<file path="config.mk">
export PLATFORM = sky130hd
export DESIGN_NAME = ram_arbiter_flat
export DESIGN_NICKNAME = d
export VERILOG_FILES = /design/src/rtl/ram_arbiter_if.sv /design/src/rtl/ram_arbiter.sv /design/src/flat_wrapper.sv
export SDC_FILE = /design/constraint.sdc
export NUM_CORES = 1
export LEC_CHECK = 0
export BUFFER_PORTS_ARGS = -buffer_cell sky130_fd_sc_hd__buf_2
export CAP_MARGIN = 0
export CELL_PAD_IN_SITES_DETAIL_PLACEMENT = 1
export CELL_PAD_IN_SITES_GLOBAL_PLACEMENT = 2
export CORE_UTILIZATION = 21
export DETAILED_ROUTE_END_ITERATION = 7
export PLACE_DENSITY = 0.81
export SYNTH_ARGS = -nofsm -noshare
export SYNTH_HDL_FRONTEND = slang
export SYNTH_SLANG_ARGS = --single-unit
</file>
<file path="constraint.sdc">
create_clock -name clk -period 1.3 [get_ports clk]
set_clock_uncertainty 0.05 [all_clocks]
set_input_delay 0.065 -clock clk [delete_from_list [all_inputs] [get_ports clk]]
set_output_delay 0.065 -clock clk [all_outputs]
set_load 0.1 [all_outputs]
</file>
<file path="src/rtl/ram_arbiter_if.sv">
// Bus bundle between two requesters, the arbiter and a single-port RAM.
// slave = arbiter side, master = requesters plus RAM model side.
interface ram_arbiter_if #(
  parameter int WIDTH      = 16,
  parameter int ADDR_WIDTH = 8
);
  logic                  req0;
  logic                  req1;
  logic                  we0;
  logic                  we1;
  logic [ADDR_WIDTH-1:0] addr0;
  logic [ADDR_WIDTH-1:0] addr1;
  logic [WIDTH-1:0]      wdata0;
  logic [WIDTH-1:0]      wdata1;
  logic                  ack0;
  logic                  ack1;
  logic [WIDTH-1:0]      rdata0;
  logic [WIDTH-1:0]      rdata1;
  logic [ADDR_WIDTH-1:0] ram_addr;
  logic [WIDTH-1:0]      ram_din;
  logic                  ram_we;
  logic [WIDTH-1:0]      ram_dout;
  logic                  busy;

  modport slave (
    input  req0, req1, we0, we1, addr0, addr1, wdata0, wdata1, ram_dout,
    output ack0, ack1, rdata0, rdata1, ram_addr, ram_din, ram_we, busy
  );

  modport master (
    output req0, req1, we0, we1, addr0, addr1, wdata0, wdata1, ram_dout,
    input  ack0, ack1, rdata0, rdata1, ram_addr, ram_din, ram_we, busy
  );
endinterface

</file>
<file path="src/rtl/ram_arbiter.sv">
// Two-requester arbiter sharing one single-port RAM; round-robin on ties by default,
// fixed priority to requester 0 when RAM_ARB_FIXED_PRIO_EN is defined.
module ram_arbiter #(
  parameter int WIDTH      = 16,
  parameter int ADDR_WIDTH = 8
) (
  input  logic           clk,
  input  logic           rst,
  ram_arbiter_if.slave   bus
);

  typedef enum logic {
    S_IDLE   = 1'b0,
    S_ACCESS = 1'b1
  } state_t;

  state_t                r_state;
  state_t                w_state_nxt;
  logic                  r_gnt;
  logic                  w_gnt_nxt;
  logic                  r_last;
  logic                  r_ack0;
  logic                  r_ack1;
  logic [WIDTH-1:0]      r_rdata0;
  logic [WIDTH-1:0]      r_rdata1;

  logic                  w_e0;
  logic                  w_e1;
  logic [ADDR_WIDTH-1:0] w_ram_addr;
  logic [WIDTH-1:0]      w_ram_din;
  logic                  w_ram_we;

  // A requester is masked during its own ack cycle so a lingering req is not re-served.
  assign w_e0 = bus.req0 & ~r_ack0;
  assign w_e1 = bus.req1 & ~r_ack1;

  always_comb begin
    w_state_nxt = r_state;
    w_gnt_nxt   = r_gnt;
    w_ram_addr  = '0;
    w_ram_din   = '0;
    w_ram_we    = 1'b0;
    case (r_state)
      S_IDLE: begin
        if (w_e0 && w_e1) begin
`ifdef RAM_ARB_FIXED_PRIO_EN
          w_gnt_nxt = 1'b0;
`else
          w_gnt_nxt = ~r_last;
`endif
          w_state_nxt = S_ACCESS;
        end else if (w_e0) begin
          w_gnt_nxt   = 1'b0;
          w_state_nxt = S_ACCESS;
        end else if (w_e1) begin
          w_gnt_nxt   = 1'b1;
          w_state_nxt = S_ACCESS;
        end
      end
      S_ACCESS: begin
        w_state_nxt = S_IDLE;
        if (r_gnt) begin
          w_ram_addr = bus.addr1;
          w_ram_din  = bus.wdata1;
          w_ram_we   = bus.we1;
        end else begin
          w_ram_addr = bus.addr0;
          w_ram_din  = bus.wdata0;
          w_ram_we   = bus.we0;
        end
      end
      default: w_state_nxt = S_IDLE;
    endcase
  end

  always_ff @(posedge clk or posedge rst) begin
    if (rst) begin
      r_state  <= S_IDLE;
      r_gnt    <= 1'b0;
      r_last   <= 1'b1;
      r_ack0   <= 1'b0;
      r_ack1   <= 1'b0;
      r_rdata0 <= '0;
      r_rdata1 <= '0;
    end else begin
      r_state <= w_state_nxt;
      r_gnt   <= w_gnt_nxt;
      r_ack0  <= 1'b0;
      r_ack1  <= 1'b0;
      // RAM read is combinational, so a write captures the pre-write word here.
      if (r_state == S_ACCESS) begin
        r_last <= r_gnt;
        if (r_gnt) begin
          r_ack1   <= 1'b1;
          r_rdata1 <= bus.ram_dout;
        end else begin
          r_ack0   <= 1'b1;
          r_rdata0 <= bus.ram_dout;
        end
      end
    end
  end

  assign bus.ram_addr = w_ram_addr;
  assign bus.ram_din  = w_ram_din;
  assign bus.ram_we   = w_ram_we;
  assign bus.busy     = (r_state == S_ACCESS);
  assign bus.ack0     = r_ack0;
  assign bus.ack1     = r_ack1;
  assign bus.rdata0   = r_rdata0;
  assign bus.rdata1   = r_rdata1;

endmodule

</file>
<file path="src/flat_wrapper.sv">
// flat-port wrapper written by rule: the top's interface ports become plain ports
module ram_arbiter_flat 
#(
  parameter int WIDTH      = 16,
  parameter int ADDR_WIDTH = 8
)
  (clk, rst, bus_req0, bus_req1, bus_we0, bus_we1, bus_addr0, bus_addr1, bus_wdata0, bus_wdata1, bus_ram_dout, bus_ack0, bus_ack1, bus_rdata0, bus_rdata1, bus_ram_addr, bus_ram_din, bus_ram_we, bus_busy);
  ram_arbiter_if #(.WIDTH(WIDTH), .ADDR_WIDTH(ADDR_WIDTH)) bus_i ();
  input  logic clk;
  input  logic rst;
  input wire logic [$bits(bus_i.req0)-1:0] bus_req0;
  input wire logic [$bits(bus_i.req1)-1:0] bus_req1;
  input wire logic [$bits(bus_i.we0)-1:0] bus_we0;
  input wire logic [$bits(bus_i.we1)-1:0] bus_we1;
  input wire logic [$bits(bus_i.addr0)-1:0] bus_addr0;
  input wire logic [$bits(bus_i.addr1)-1:0] bus_addr1;
  input wire logic [$bits(bus_i.wdata0)-1:0] bus_wdata0;
  input wire logic [$bits(bus_i.wdata1)-1:0] bus_wdata1;
  input wire logic [$bits(bus_i.ram_dout)-1:0] bus_ram_dout;
  output wire logic [$bits(bus_i.ack0)-1:0] bus_ack0;
  output wire logic [$bits(bus_i.ack1)-1:0] bus_ack1;
  output wire logic [$bits(bus_i.rdata0)-1:0] bus_rdata0;
  output wire logic [$bits(bus_i.rdata1)-1:0] bus_rdata1;
  output wire logic [$bits(bus_i.ram_addr)-1:0] bus_ram_addr;
  output wire logic [$bits(bus_i.ram_din)-1:0] bus_ram_din;
  output wire logic [$bits(bus_i.ram_we)-1:0] bus_ram_we;
  output wire logic [$bits(bus_i.busy)-1:0] bus_busy;
  assign bus_i.req0 = bus_req0;
  assign bus_i.req1 = bus_req1;
  assign bus_i.we0 = bus_we0;
  assign bus_i.we1 = bus_we1;
  assign bus_i.addr0 = bus_addr0;
  assign bus_i.addr1 = bus_addr1;
  assign bus_i.wdata0 = bus_wdata0;
  assign bus_i.wdata1 = bus_wdata1;
  assign bus_i.ram_dout = bus_ram_dout;
  assign bus_ack0 = bus_i.ack0;
  assign bus_ack1 = bus_i.ack1;
  assign bus_rdata0 = bus_i.rdata0;
  assign bus_rdata1 = bus_i.rdata1;
  assign bus_ram_addr = bus_i.ram_addr;
  assign bus_ram_din = bus_i.ram_din;
  assign bus_ram_we = bus_i.ram_we;
  assign bus_busy = bus_i.busy;
  ram_arbiter #(.WIDTH(WIDTH), .ADDR_WIDTH(ADDR_WIDTH)) u_core (.clk(clk), .rst(rst), .bus(bus_i));
endmodule
</file>
==> impl_metrics.json <==
{
  "numPortBuffers": 129,
  "ys_async_sr_fraction_pct": 100,
  "grt_overflow": 0,
  "syn_nets": 211,
  "hp-class": "in2reg",
  "yosysMostFrequentCell": "dfrtp_1",
  "ctsHtreeMaxLevel": 2,
  "synth_common_cells": "dfrtp_1 (36), mux2i_1 (25), nor2b_1 (25), mux2_2 (23), mux2_4 (9)",
  "synth_edf_count": 0,
  "status": "complete, but fails checks",
  "finalHoldViolCount": 0,
  "fin_ws_ps": -376,
  "nFillCells": 883,
  "cp.required_ps": 1190,
  "postRouteWirelength_um": 6800,
  "synth-warning-count": 0,
  "io_pins": 130,
  "cts_made_buffers": 5,
  "wl_per_cell_um": 16.5,
  "cts_sinks": 37,
  "drcViolationCount": 0,
  "post-place-ws_ps": -103,
  "worst_setup_path_end_kind": "primary output",
  "drt_iter0_markers": 18,
  "crit_chain": "buf_6, buf_16, mux2i_4, nor2b_4, buf_12",
  "path_clk_slew_ps": 70,
  "core_um2": 8680,
  "violations": "setup timing",
  "ys.flop_type": "dfrtp_1",
  "synth.top_cell.area_share_pct": 48.1,
  "crit_type": "reg2out",
  "worst_ep_arrival_time_ps": 1560,
  "clk_latency_ps": 280,
  "min_period_ps": 1680,
  "drtAntennaViolNets": 0,
  "antenna_found_initial": 0,
  "cap_violations": 0,
  "syn_inst": 141,
  "cp_max_fo": 7,
  "yosys.area.top_type": "dfrtp_1",
  "tightest_slew_ps": 502,
  "drive_gt1_share_pct": 80.3,
  "syn_area_um2": 1870,
  "grt_pass1_wl_um": 9690,
  "setup_violations": 59,
  "synth.area.top_cells": "dfrtp_1 (48%), mux2_2 (14%), mux2i_1 (13%)",
  "die_h_um": 96.5,
  "grt_use_total_pct": 13.9,
  "avgSynthCellArea_um2": 13.3,
  "timing.final.crit_share_pct": 129,
  "via_per_inst": 4.27,
  "vias": 1763,
  "gp_congestion": 0.668,
  "synth_cell_types": 18,
  "antenna_cells": 0,
  "dpl.hpwl_um": 4350,
  "die-area_um2": 9310,
  "crit_slowest_cell": "dfrtp_2",
  "fmax_mhz": 597,
  "relSlewSlack_pct": 66.8,
  "cts.path.max_buffers": 2,
  "grt_max_degree": 38,
  "area_growth_pct": 117,
  "seq_area_frac_synth_pct": 49.5,
  "slowest_delay_ps": 430,
  "synth-seq-cells": 37,
  "row_count": 34,
  "cts-root-buf": "clkbuf_8",
  "grt_pass1_vias": 1952,
  "cts_tree": "built",
  "finalMaxSlewViolations": 0,
  "die_w_um": 96.5,
  "start_util_pct": 21.6,
  "startpoint_type": "register",
  "first_pass_iters": 4,
  "nets": 374,
  "rsz0062_at_grt": "true"
}
## cell usage in the layout, fill, tap and decap left out
cell type,instances
buf_2,103
mux2_4,32
buf_12,32
dfrtp_1,32
nor2b_4,25
dlygate4sd3_1,17
mux2i_2,14
mux2i_4,11
clkbuf_8,7
buf_6,7
inv_1,4
buf_16,3
dfrtp_2,3
nand2b_1,2
nor3b_1,2
buf_4,2
nand2_8,1
nand2b_4,1
a21oi_1,1
o32a_1,1
o21ai_0,1
clkinv_2,1
clkbuf_16,1
dfrtp_4,1
dfstp_2,1
## cell families after synthesis
kind of cell           count (synthesis)  synth area share [%]
flip-flops                            37                  49.5
AND/OR/NAND/NOR                       31                  10.9
buffers and inverters                 13                  4.21
AO/OA/AOI/OAI                          3                  1.07
multiplexers                          57                  34.4
## repair_timing
item                                   4_1_cts  5_1_grt
setup endpoints to repair                   25       59
resized for setup                           53       12
hold buffers                                17        0
buffers inserted                             3        5
gates cloned                                 3        1
endpoints found under the hold margin       68        0
## sequential cells by signal (all words and copies together) (netlist names)
name and cells:
u_core.bus.ack0 1, u_core.r_gnt 1, u_core.bus.ack1 1, u_core.bus.busy 1
u_core.bus.rdata1 16, u_core.bus.rdata0 16, u_core.r_last 1
## layer usage
metal / up-vias / wire length (µm) / track usage [%]
li1: 802 / - / -
met1: 858 / 2470 / 14.8
met2: 94 / 3550 / 26.1
met3: 9 / 694 / 4.85
met4: 0 / 94 / 3.19
met5: - / 0 / 0
## critical path, delay by kind of cell (launching register included)
family	cells	cell delay [ps]
buffers and inverters	3	490
flip-flops	1	430
multiplexers	1	200
AND/OR/NAND/NOR	1	150
## worst paths after layout
| check | end | slack [ps] | cells after the start | from |
|---|---|---|---|---|
| worst max register to register | u_core.bus.rdata0[9]$_DFFE_PP0P_ | -340 | 6 | u_core.r_gnt$_DFFE_PP0P_ |
| worst min-delay path | u_core.bus.busy$_DFF_PP0_ | 10 | 3 | bus_req1 |
| min in group asynchronous | u_core.bus.rdata1[13]$_DFFE_PP0P_ | 310 | 4 | rst |
| max in group asynchronous | u_core.r_last$_DFFE_PP1P_ | 620 | 4 | rst |
| worst max-delay path | bus_ram_din[10] | -380 | 5 | u_core.r_gnt$_DFFE_PP0P_ |
| worst min register to register | u_core.r_last$_DFFE_PP1P_ | 430 | 2 | u_core.r_last$_DFFE_PP1P_ |
## area by class of cell
cell class	instances	area, µm²	share of cell area, %
inverter	4	15.0	0.370
sequential	37	935	23.0
clock buffer	7	96.3	2.37
timing repair buffer	165	1530	37.6
multi-input combinational	91	1350	33.2
tap	108	135	3.33
clock inverter	1	5.00	0.123
## stage by stage
stage | instance area [µm²] | utilization (%) | hold WS [ps] | std cells | setup TNS, ps
2_1_floorplan | 2120 | - | 155 | 141 | -10400
3_3_place_gp | 3330 | 38.4 | 75.3 | 376 | -95.9
3_5_place_dp | 3330 | 38.4 | 84.2 | 376 | -959
4_1_cts | 3950 | 45.5 | 0.131 | 407 | -12550
5_1_grt | 4060 | 46.8 | 14.2 | 413 | -18730
6_report | 4060 | 46.8 | 11.4 | 413 | -16270
Power is not shown: default switching activity piles up to over one toggle a cycle in this logic, so the estimate is an artifact.
